[src/rtl/pipe_stage_reg.sv]
// pipe_stage_reg: Y86 stage register (load / stall / bubble) with valid flag, sticky conflict flag; PIPE_STAGE_PERF_EN adds counters.
// Latency: 1 cycle; every output is a flop, with no combinational path from inputs.
// Backpressure: stall holds all contents and wins over bubble; bubble injects a fully cleared NOP.
module pipe_stage_reg #(
  parameter int          DATA_W       = 64,
  parameter int          NVAL         = 3,
  parameter int          NREG         = 4,
  parameter logic [3:0]  BUBBLE_ICODE = 4'h1,
  parameter logic [3:0]  RNONE        = 4'hF,
  parameter int          CNT_W        = 32
) (
  input  logic                   clk,
  input  logic                   rst_n,
  input  logic                   stall,
  input  logic                   bubble,
  input  logic [1:0]             in_stat,
  input  logic [3:0]             in_icode,
  input  logic [3:0]             in_ifun,
  input  logic [NVAL*DATA_W-1:0] in_val,
  input  logic [NREG*4-1:0]      in_reg,
  output logic [1:0]             out_stat,
  output logic [3:0]             out_icode,
  output logic [3:0]             out_ifun,
  output logic [NVAL*DATA_W-1:0] out_val,
  output logic [NREG*4-1:0]      out_reg,
  output logic                   out_valid,
  output logic                   ctl_err
`ifdef PIPE_STAGE_PERF_EN
  ,
  output logic [CNT_W-1:0]       stall_cnt,
  output logic [CNT_W-1:0]       bubble_cnt
`endif
);

  // Every register ID is cleared to RNONE so a bubble can never match a forwarding source.
  localparam logic [NREG*4-1:0] REG_NONE = {NREG{RNONE}};

  // Payload and valid: reset and bubble share the same NOP image; stall has top priority.
  always_ff @(posedge clk or negedge rst_n) begin
    if (!rst_n) begin
      out_stat  <= 2'b00;
      out_icode <= BUBBLE_ICODE;
      out_ifun  <= 4'h0;
      out_val   <= '0;
      out_reg   <= REG_NONE;
      out_valid <= 1'b0;
    end else if (stall) begin
      out_stat  <= out_stat;
      out_icode <= out_icode;
      out_ifun  <= out_ifun;
      out_val   <= out_val;
      out_reg   <= out_reg;
      out_valid <= out_valid;
    end else if (bubble) begin
      out_stat  <= 2'b00;
      out_icode <= BUBBLE_ICODE;
      out_ifun  <= 4'h0;
      out_val   <= '0;
      out_reg   <= REG_NONE;
      out_valid <= 1'b0;
    end else begin
      out_stat  <= in_stat;
      out_icode <= in_icode;
      out_ifun  <= in_ifun;
      out_val   <= in_val;
      out_reg   <= in_reg;
      out_valid <= 1'b1;
    end
  end

  // Sticky flag for a simultaneous stall+bubble request; only reset clears it.
  always_ff @(posedge clk or negedge rst_n) begin
    if (!rst_n) begin
      ctl_err <= 1'b0;
    end else if (stall && bubble) begin
      ctl_err <= 1'b1;
    end
  end

`ifdef PIPE_STAGE_PERF_EN
  localparam logic [CNT_W-1:0] CNT_ONE = CNT_W'(1);
  localparam logic [CNT_W-1:0] CNT_MAX = '1;

  // Saturating stall counter: counts every stalled edge, including conflicts.
  always_ff @(posedge clk or negedge rst_n) begin
    if (!rst_n) begin
      stall_cnt <= '0;
    end else if (stall && (stall_cnt != CNT_MAX)) begin
      stall_cnt <= stall_cnt + CNT_ONE;
    end
  end

  // Saturating bubble counter: only bubbles that actually take effect (stall low).
  always_ff @(posedge clk or negedge rst_n) begin
    if (!rst_n) begin
      bubble_cnt <= '0;
    end else if (!stall && bubble && (bubble_cnt != CNT_MAX)) begin
      bubble_cnt <= bubble_cnt + CNT_ONE;
    end
  end
`endif

endmodule

[config.mk]
export PLATFORM = sky130hd
export DESIGN_NAME = pipe_stage_reg
export DESIGN_NICKNAME = d
export VERILOG_FILES = /design/src/rtl/pipe_stage_reg.sv
export SDC_FILE = /design/constraint.sdc
export NUM_CORES = 1
export LEC_CHECK = 0
export CAP_MARGIN = 30
export CORE_AREA = 4 4 170 172
export DETAILED_ROUTE_END_ITERATION = 12
export DIE_AREA = 0 0 174 176
export PLACE_DENSITY = 0.7
export SYNTH_ARGS = -nofsm -noshare
export SYNTH_HDL_FRONTEND = slang
export SYNTH_SLANG_ARGS = --single-unit
[constraint.sdc]
create_clock -name clk -period 1.6 [get_ports clk]
set_input_delay 0.16 -clock clk [delete_from_list [all_inputs] [get_ports clk]]
set_output_delay 0.16 -clock clk [all_outputs]
set_load 0.02 [all_outputs]
* Yosys cells after proc, flatten, opt, wreduce, memory -nomap -nowiden *
Cells that the tools add are included.

cells by class
  reduce and logical (&&, ||, !) cells = 1
  multiplexer cells = 6

operator list
  kind               count
  $mux 192           1
  $mux 16            1
  $mux 4             2
  $mux 2             1
  $logic_and 1x1->1  1
  $mux 1             1

word-level totals
  flip-flop bits (word level) = 220
  output and inout port bits = 220
  logic and storage cells = 14
  bits of input ports = 222

* Depth between registers and ports, before layout *
Gate-level depths: netlist (run 1).

  depth in word-level cells = 1
  mapped depth = 5
  mapped depth without buffers = 2

* Worst setup path after synthesis (run 1) *
OpenSTA, ideal clock, no wires.

  path type = input port to flip-flop
  start = input bubble
  end = register out_val[189]
  stages = 5
  buffers on the path = 3
  data required time = 1.526 ns
  setup time = 0.074 ns
  path slack = 0.761 ns
  arrival time = 0.765 ns
  path through = buf_6 -> buf_6 -> buf_6 -> nand2b_1 -> o21ai_2

between the ends
  word-level cells in the longest chain between the ends = 1

ends and longest elaborated chain
  item                  RTL line  source
  start, declared       15        input logic bubble,
  $mux 192              54        end else if (bubble) begin
  end signal, assigned  51        out_val <= out_val;
  end signal, assigned  65        out_val <= in_val;
  end, declared         24        output logic [NVAL*DATA_W-1:0] out_val,

No other way between the ends.
A chain may end at the register's enable or synchronous reset.

* Worst setup path in the final report (run 1) *
  start = register out_reg[1]
  end = output out_reg[1]

RTL lines
  item                    RTL line  source
  start, declared         25        output logic [NREG*4-1:0] out_reg,
  start signal, assigned  52        out_reg <= out_reg;
  start signal, assigned  66        out_reg <= in_reg;

No word-level cell between the ends.

==> results.py, run 1 <==
metrics = {
    "outcome": {
        "status": "finished, final reports clean",
    },
    "pwr": {
        "p_switching_mw": 4.096,
        "ir_worst_vdd_mv": 0.7949,
        "power.density_mw_per_mm2": 1026,
        "seqPwrFrac": 0.405,
        "leakage_nw": 7.128,
        "power_report.internal_total_mw": 11.34,
        "p_total_mw": 15.43,
        "pwr-share-comb": 0.186,
        "p_clk_frac": 0.410,
        "p_sw_frac": 0.2654,
    },
    "worst_setup_path": {
        "critPathKind": "flip-flop to primary output",
        "crit_buf_inv": 1,
        "path_cells": "dlygate4sd2_1",
        "crit_slowest_cell": "dfstp_2",
        "path_delay_family": "flip-flops",
        "critical_path_required_ns": 1.44,
        "max_stage_delay_ns": 0.53,
        "cp.arrival_ns": 1.38,
        "critical_path.max_fanout": 2,
        "cp-start-kind": "flip-flop",
        "crit_path_end_kind": "primary output",
    },
    "drt": {
        "post_drt_wl_per_cell_microns": 17.36,
        "drt_iter0_markers": 451,
        "drtAntennaViolNets": 0,
        "route.vias.total": 8027,
        "wl_microns": 30220,
        "dr.pass1.iters": 4,
        "drc": 0,
        "viasPerCell": 4.611,
    },
    "global_route": {
        "grt_pass1_wl_microns": 47160,
        "use_met1": 0.2268,
        "grt_max_degree": 90,
        "first_global_vias": 8218,
        "use_met2": 0.3215,
        "gr-total-overflow": 0,
        "grt_busiest_layer": "met2",
        "antenna_found_initial": 1,
        "grt_usage": 0.1909,
        "grt.met3_usage": 0.07773,
    },
    "yosys": {
        "syn_inst": 939,
        "ys_seq_elements": 220,
        "synth_nets": 1161,
        "yosys-top-cells-area": "dfrtp_1 53%, nand2b_1 13%, nand2_1 8.3%",
        "async_flop_share": 1.000,
        "yosysTopAreaCell": "dfrtp_1",
        "yosys.area_share.adder": 0,
        "yosys-top-cells-count": "213 x nand2_1, 203 x dfrtp_1, 196 x nand2b_1",
        "ys_warn_count": 0,
        "syn_area_per_cell_sq_um": 10.22,
        "ys.flop_type": "dfrtp_1",
        "synth_edf_count": 0,
        "yosysSeqAreaShare": 0.5757,
        "synth_xor_area_frac": 0,
        "synth_most_common_cell": "nand2_1",
        "yosysUniqueCellTypes": 16,
        "synth_compound_area_frac": 0.1489,
        "synthSimpleGateAreaFrac": 0.2188,
        "synth_top_family_by_area": "simple AND/OR/NAND/NOR gates",
        "synthMuxAreaShare": 0,
        "netlist_area_sq_mm": 0.009599,
        "synth_top_area_share": 0.5292,
    },
    "cells_and_area": {
        "postLayoutCoreUtil": 0.5473,
        "nets": 1597,
        "drive_above_1_share": 0.1320,
        "largest_reg_flops": 192,
        "seqCellArea_sq_mm": 0.005527,
        "syn_to_final_growth_pct": 56.66,
        "multi_input_area_sq_mm": 0.003530,
        "n_fill_cell": 2529,
        "fin_area_sq_mm": 0.01504,
    },
    "clock_network": {
        "path_clk_slew_ns": 0.06,
        "h-tree-depth": 1,
        "clockRootBuffer": "clkbuf_16",
        "cts_tree": "built",
        "clk_latency_ns": 0.51,
        "cts_buffers": 25,
        "clockBufferDepth": 3,
        "post_cts_buffers": 0,
        "cts_sinks": 220,
    },
    "die": {
        "rows": 61,
        "fp.dieH_microns": 176,
        "initial_core_util": 0.3494,
        "die_w_microns": 174,
        "die_area_sq_mm": 0.03062,
        "core_sq_mm": 0.02748,
        "io_pins": 442,
    },
    "timing": {
        "fin_crit_sh": 0.9607,
        "period_minus_slack_ns": 1.537,
        "hold_viol": 0,
        "skew_ns": 0,
        "finalSetupTns_ns": 0,
        "slew_headroom": 0.6441,
        "worstMarginPinSlew_ns": 0.5338,
        "fmax_ghz": 0.6506,
        "setup_ws_ns": 0.06289,
        "setup_viol": 0,
        "slew_viol_final": 0,
        "rsz0062_at_grt": "no",
    },
    "placed_design": {
        "pre_cts_slack_ns": 0.3288,
        "routabilityCongestion": 0.7957,
        "port_buffers": 441,
        "dpl.hpwl_microns": 22450,
        "placed_area_sq_mm": 0.01437,
    },
    "worst_hold_path": {
        "min_path_type": "input port to asynchronous set/reset pin",
    },
    "run": {
        "cap_violations": 0,
    },
}
## path summary, 6_finish.rpt
| path | startpoint | to | slack (ns) | depth (start not counted) |
|---|---|---|---|---|
| hold / removal | rst_n | out_val[184]$_DFFE_PN0N_ | 0.17 | 2 |
| hold reg to reg | ctl_err$_DFFE_PN0P_ | ctl_err$_DFFE_PN0P_ | 0.46 | 1 |
| setup reg to reg | out_reg[15]$_DFFE_PN1N_ | out_reg[15]$_DFFE_PN1N_ | 0.84 | 2 |
| max in group asynchronous | rst_n | out_reg[11]$_DFFE_PN1N_ | 0.81 | 3 |
| min in group clk | in_val[144] | out_val[144]$_DFFE_PN0N_ | 0.19 | 3 |
| setup / recovery | out_reg[1]$_DFFE_PN1N_ | out_reg[1] | 0.06 | 1 |
## per-layer routing
metal,part of all wire,vias to the layer above
met5,0,-
met3,0.11,49
met4,0.027,0
li1,-,3921
met1,0.40,3733
met2,0.47,324
## timing repair
| action | in CTS | in global routing |
|---|---|---|
| endpoints found under the hold margin | 162 | 0 |
| hold buffers | 2 | 0 |
| pin swaps | 0 | 0 |
| resized for setup | 220 | 1 |
| endpoints found under the setup margin | 220 | 1 |
## placed cells by master, fill, tap and decap left out
| cell | instances |
|---|---|
| a21o_1 | 2 |
| a22o_1 | 5 |
| buf_12 | 14 |
| buf_4 | 25 |
| buf_8 | 2 |
| bufinv_16 | 5 |
| clkbuf_1 | 2 |
| clkbuf_16 | 25 |
| clkbuf_8 | 7 |
| clkdlybuf4s15_1 | 1 |
| clkdlybuf4s50_1 | 218 |
| clkinv_2 | 6 |
| dfrtp_1 | 203 |
| dfstp_2 | 17 |
| diode_2 | 1 |
| dlygate4sd2_1 | 219 |
| dlygate4sd3_1 | 2 |
| inv_6 | 1 |
| nand2_1 | 213 |
| nand2b_1 | 196 |
| nor2_1 | 17 |
| nor2_4 | 1 |
| o21ai_0 | 57 |
| o21ai_1 | 75 |
| o21ai_2 | 81 |
## cells by family after synthesis
group | Yosys count
buf+inv | 72
compound gates | 220
simple gates | 427
flops | 220
## power groups by stage
stage               Sequential [mW]  Clock [mW]  Combinational, mW
floorplan                      6.90           0              0.831
global placement               6.34           0               3.18
detailed placement             6.36           0               3.20
CTS                            6.25        6.52               2.91
global route                   6.30        6.75               3.09
finish                         6.25        6.32               2.86
## per-stage QoR
step | cells | hold slack (ns)
floorplan | 939 | -0.1356
global placement | 1692 | 0.1470
detailed placement | 1692 | 0.1434
CTS | 1740 | 0.1550
global route | 1741 | 0.1619
finish | 1741 | 0.1742
## final cells by class
type                    count  share of cell area
repair buffers            481              0.3078
diodes                      1           0.0001664
multi-input cells         647              0.2347
clock buffers              34             0.04851
clock inverters            12             0.01256
well taps                 346             0.02879
flip-flops and latches    220              0.3675
Power figures use the tool's default switching activity.
==> run 2, diff against run 1 <==
--- a/config.mk
+++ b/config.mk
@@ -9,7 +9,9 @@
 export CORE_AREA = 4 4 170 172
 export DETAILED_ROUTE_END_ITERATION = 12
 export DIE_AREA = 0 0 174 176
+export GPL_TIMING_DRIVEN = 0
 export PLACE_DENSITY = 0.7
+export SLEW_MARGIN = 25
 export SYNTH_ARGS = -nofsm -noshare
 export SYNTH_HDL_FRONTEND = slang
 export SYNTH_SLANG_ARGS = --single-unit
==> run 2 against run 1 <==
  * Design area grew 1.1%
  * Core utilization grew 0.62 points
  * Highest routed layer is now met5
  * Sequential power is essentially flat
  * Largest power group unchanged
  * Critical path type unchanged
==> results.py, run 2 (same netlist as run 1, synthesis figures left out) <==
metrics = {
    "placed_design": {
        "dpl.hpwl_microns": 25920,
        "port_buffers": 439,
        "place_inst": 1726,
        "placed_area_sq_mm": 0.01449,
        "routabilityCongestion": 0.8356,
    },
    "timing": {
        "fmax_ghz": 0.6441,
        "slew_viol_final": 0,
        "finalSetupTns_ns": 0,
        "rsz0062_at_grt": "no",
        "slew_headroom": 0.5892,
        "fin_crit_sh": 0.9704,
        "worstMarginPinSlew_ns": 0.6162,
        "setup_viol": 0,
        "skew_ns": 0,
        "whs_ns": 0.05094,
        "period_minus_slack_ns": 1.553,
        "hold_viol": 0,
    },
    "drt": {
        "wl_microns": 34220,
        "drc": 0,
        "post_drt_wl_per_cell_microns": 19.28,
        "viasPerCell": 4.730,
        "drtAntennaViolNets": 0,
        "dr.pass1.iters": 4,
        "route.vias.total": 8396,
        "drt_iter0_markers": 447,
    },
    "worst_setup_path": {
        "path_cells": "dlygate4sd2_1",
        "max_stage_delay_ns": 0.53,
        "critPathKind": "flip-flop to primary output",
        "crit_buf_inv": 1,
        "crit_path_end_kind": "primary output",
        "critical_path_required_ns": 1.44,
        "critical_path.max_fanout": 2,
        "cp.arrival_ns": 1.39,
        "crit_slowest_cell": "dfstp_2",
        "path_delay_family": "flip-flops",
        "cp-start-kind": "flip-flop",
    },
    "cells_and_area": {
        "syn_to_final_growth_pct": 58.45,
        "final_common_cell": "clkdlybuf4s50_1",
        "drive_above_1_share": 0.1428,
        "fin_area_sq_mm": 0.01521,
        "largest_reg_flops": 192,
        "nets": 1631,
        "finalNonFillerCells": 1775,
        "diodes": 0,
        "final_cell_mix": "218 x clkdlybuf4s50_1, 217 x dlygate4sd2_1, 213 x nand2_1",
    },
    "clock_network": {
        "clockBufferDepth": 3,
        "clk_latency_ns": 0.52,
        "h-tree-depth": 1,
        "clockRootBuffer": "clkbuf_16",
        "cts_sinks": 220,
        "cts_buffers": 26,
        "post_cts_buffers": 0,
        "path_clk_slew_ns": 0.06,
        "cts_tree": "built",
    },
    "pwr": {
        "leakage_nw": 7.224,
        "power.density_mw_per_mm2": 1048,
        "ir_worst_vdd_mv": 0.6314,
    },
    "die": {
        "die_w_microns": 174,
        "die_area_sq_mm": 0.03062,
        "initial_core_util": 0.3494,
        "rows": 61,
        "io_pins": 442,
        "fp.dieH_microns": 176,
        "core_sq_mm": 0.02748,
    },
    "global_route": {
        "grt_pass1_wl_microns": 52330,
        "first_global_vias": 8729,
        "gr-total-overflow": 0,
        "grt_usage": 0.2163,
        "grt_max_degree": 91,
        "antenna_found_initial": 1,
    },
    "worst_hold_path": {
        "min_path_type": "input port to flip-flop",
    },
    "outcome": {
        "status": "finished, final reports clean",
    },
    "run": {
        "cap_violations": 0,
    },
}
[run 2: changes by cell type in the layout (fill, tap and decap cells not counted), moves of 2 or more]
cell / previous run / this run
buf_6: 0 / 29
buf_2: 0 / 23
buf_4: 25 / 4
clkbuf_1: 2 / 19
buf_12: 14 / 0
clkinv_2: 6 / 3
buf_16: 0 / 2
clkbuf_16: 25 / 27
dlygate4sd2_1: 219 / 217
[run 2: cell type report]
cell class / instances / area, sq um
fill: 2532 / 12270
timing repair buffer: 442 / 4188
clock buffer: 38 / 787.0
buffer: 72 / 543.0
multi-input combinational: 647 / 3530
tap: 346 / 432.9
clock inverter: 10 / 202.7
sequential: 220 / 5527
[run 2: power by group]
part / internal (mW) / switching [mW]
Combinational: 1.33 / 1.60
Sequential: 6.03 / 0.238
Clock: 4.36 / 2.39
Total: 11.7 / 4.23
[run 2: final timing paths]
check / depth (start not counted) / to / slack [ns] / startpoint
min: 3 / out_valid$_DFFE_PN0N_ / 0.05 / stall
max in group asynchronous: 3 / out_val[90]$_DFFE_PN0N_ / 0.52 / rst_n
max reg2reg: 2 / out_reg[1]$_DFFE_PN1N_ / 0.82 / out_reg[1]$_DFFE_PN1N_
min reg2reg: 1 / ctl_err$_DFFE_PN0P_ / 0.46 / ctl_err$_DFFE_PN0P_
min in group asynchronous: 2 / out_val[183]$_DFFE_PN0N_ / 0.22 / rst_n
max: 1 / out_reg[13] / 0.05 / out_reg[13]$_DFFE_PN1N_
[run 2: worst reg2reg max path: stages, from the launching register on]
cell,delay [ns]
dfstp_2,0.54
nand2_1,0.07
o21ai_0,0.09
[run 2: per-layer routing]
metal / up-vias / wire [microns] / GRT usage / share of wire
li1: 3969 / - / - / -
met1: 4014 / 13230 / 0.2523 / 0.39
met2: 351 / 16830 / 0.3809 / 0.49
met3: 60 / 3209 / 0.07580 / 0.094
met4: 2 / 937 / 0.05774 / 0.027
met5: - / 13 / 0 / 0.00038
[run 2: timing repair]
action / CTS / global route
resized for setup: 221 / 3
endpoints found under the setup margin: 220 / 3
endpoints found under the hold margin: 65 / 0
hold buffers: 1 / 0
[run 2: per-stage QoR]
stage	worst slack, ns	util	total power, mW
final	0.04740	0.5536	15.95
after global routing	0.004060	0.5536	16.61
after CTS	0.001559	0.5536	16.13
after detailed placement	0.2925	0.5272	9.654
after global placement	-9.270	0.5250	9.605
after floorplan	0.7608	-	7.727
==> run 3, diff against run 2 <==
--- a/config.mk
+++ b/config.mk
@@ -15,3 +15,4 @@
 export SYNTH_ARGS = -nofsm -noshare
 export SYNTH_HDL_FRONTEND = slang
 export SYNTH_SLANG_ARGS = --single-unit
+export TNS_END_PERCENT = 20
==> constraint.sdc (replaced) <==
create_clock -name clk -period 1.6 [get_ports clk]
set_input_delay 0.48 -clock clk [delete_from_list [all_inputs] [get_ports clk]]
set_output_delay 0.48 -clock clk [all_outputs]
set_load 0.02 [all_outputs]
==> run 3 against run 2 <==
  * The run now ends with negative setup slack left
  * Die area unchanged
  * Worst setup slack worse by 0.12 ns
  * Via count up 0.36%
  * Largest cell class unchanged
==> results.py, run 3 (same netlist as run 1, synthesis figures left out) <==
metrics = {
    "outcome": {
        "status": "finished, violations left",
        "violations": "negative setup slack",
    },
    "drt": {
        "drc": 0,
        "wl_microns": 34380,
        "viasPerCell": 4.736,
        "drt_iter0_markers": 456,
        "post_drt_wl_per_cell_microns": 19.33,
        "route.vias.total": 8426,
        "drtAntennaViolNets": 0,
        "dr.pass1.iters": 4,
    },
    "timing": {
        "hold_viol": 0,
        "slew_headroom": 0.5957,
        "period_minus_slack_ns": 1.673,
        "skew_ns": 0,
        "finalSetupTns_ns": -0.9027,
        "setup_ws_ns": -0.07285,
        "setup_viol": 18,
        "rsz0062_at_grt": "yes",
        "fin_crit_sh": 1.046,
        "fmax_ghz": 0.5978,
        "slew_viol_final": 0,
        "worstMarginPinSlew_ns": 0.6064,
    },
    "worst_setup_path": {
        "crit_path_end_kind": "primary output",
        "crit_slowest_cell": "dfstp_2",
        "path_cells": "buf_6",
        "cp.depth": 1,
        "max_stage_delay_ns": 0.55,
        "cp-startpoint": "out_reg[1]$_DFFE_PN1N_",
        "critPathKind": "flip-flop to primary output",
        "timing.reg2reg.setup_slack_ns": 0.78,
        "endpoint": "out_reg[1]",
        "cp-start-kind": "flip-flop",
        "timing.rr.end": "out_reg[12]$_DFFE_PN1N_",
        "reg2reg_from": "out_reg[12]$_DFFE_PN1N_",
        "crit_buf_inv": 1,
        "critical_path_required_ns": 1.12,
        "cp.arrival_ns": 1.19,
        "path_delay_family": "flip-flops",
        "critical_path.max_fanout": 2,
        "ff2ff_path_depth": 3,
    },
    "placed_design": {
        "dpl.hpwl_microns": 25920,
        "port_buffers": 439,
        "routabilityCongestion": 0.8356,
    },
    "global_route": {
        "grt_usage": 0.2169,
        "gr-total-overflow": 0,
        "first_global_vias": 8685,
        "grt_pass1_wl_microns": 52310,
        "antenna_found_initial": 1,
        "grt_max_degree": 91,
    },
    "cells_and_area": {
        "syn_to_final_growth_pct": 52.71,
        "final_common_cell": "clkdlybuf4s50_1",
        "final_cell_mix": "218 x clkdlybuf4s50_1, 213 x nand2_1, 202 x buf_2",
        "drive_above_1_share": 0.2994,
        "nets": 1635,
        "largest_reg_flops": 192,
        "postLayoutCoreUtil": 0.5335,
        "diodes": 0,
    },
    "die": {
        "initial_core_util": 0.3494,
        "rows": 61,
        "fp.dieH_microns": 176,
        "io_pins": 442,
        "die_area_sq_mm": 0.03062,
        "core_sq_mm": 0.02748,
        "die_w_microns": 174,
    },
    "pwr": {
        "leakage_nw": 6.868,
        "power.density_mw_per_mm2": 1089,
        "ir_worst_vdd_mv": 0.6097,
    },
    "clock_network": {
        "clockRootBuffer": "clkbuf_16",
        "path_clk_slew_ns": 0.06,
        "cts_buffers": 26,
        "clk_latency_ns": 0.52,
        "cts_sinks": 220,
        "cts_tree": "built",
        "clockBufferDepth": 3,
        "h-tree-depth": 1,
    },
    "worst_hold_path": {
        "min_path_type": "input port to flip-flop",
    },
    "run": {
        "cap_violations": 0,
    },
}
[run 3: cell count changes in the layout (fill, tap and decap cells not counted), sizes merged]
cell / delta
clkdlybuf4s15: -1
dlygate4sd2: -217
clkbuf: -1
buf: +223
[run 3: tightest hold or removal path, cell delays in order]
cell and delay, ns:
buf_6 0.14, nor2_4 0.08, a21o_1 0.15
[run 3: power breakdown]
group / leakage, nW / total, mW / switching [mW] / internal, mW
Sequential: 2.81 / 6.29 / 0.259 / 6.03
Clock: 0.484 / 6.75 / 2.39 / 4.36
Combinational: 3.57 / 2.93 / 1.61 / 1.32
Total: 6.87 / 16.0 / 4.25 / 11.7
[run 3: how the worst min path moves through the flow]
stage                                    from               endpoint  slack [ns]  depth (start not counted)
after floorplan                         rst_n    ctl_err$_DFFE_PN0P_        0.18                          0
after global placement    ctl_err$_DFFE_PN0P_    ctl_err$_DFFE_PN0P_        0.45                          1
after detailed placement  ctl_err$_DFFE_PN0P_    ctl_err$_DFFE_PN0P_        0.46                          1
after CTS                               stall  out_valid$_DFFE_PN0N_        0.35                          3
after global routing                    stall  out_valid$_DFFE_PN0N_        0.37                          3
final                                   stall  out_valid$_DFFE_PN0N_        0.37                          3
[run 3: layout make-up]
cell class              instances  area [sq um]
clock inverters                10         202.7
well taps                     346         432.9
plain buffers                  72         543.0
multi-input cells             647          3530
repair buffers                446          3635
clock buffers                  38         787.0
flip-flops and latches        220          5529
fillers                      2539         12820
[run 3: repair_timing]
action	4_1_cts	5_1_grt
gates resized for setup	947	29
setup buffers	3	1
endpoints found under the hold margin	61	0
endpoints found under the setup margin	220	63
hold buffers	1	0
[run 3: stage by stage]
stage	power (mW)	hold slack [ns]	cell area [sq um]	setup slack, ns	instances
final	15.97	0.3715	14660	-0.07285	1779
after global routing	16.64	0.3742	14660	-0.1200	1779
after CTS	16.13	0.3549	14640	-0.09578	1778
after detailed placement	9.654	0.4552	14490	-0.02752	1726
after global placement	9.605	0.4457	14430	-9.590	1724
after floorplan	7.727	0.1844	9599	0.4408	939
[run 3: routing by layer]
layer  routed length [microns]  track usage
met5                        13            0
met1                     13350       0.2534
met2                     16860       0.3795
met4                       954      0.06170
met3                      3209      0.07623
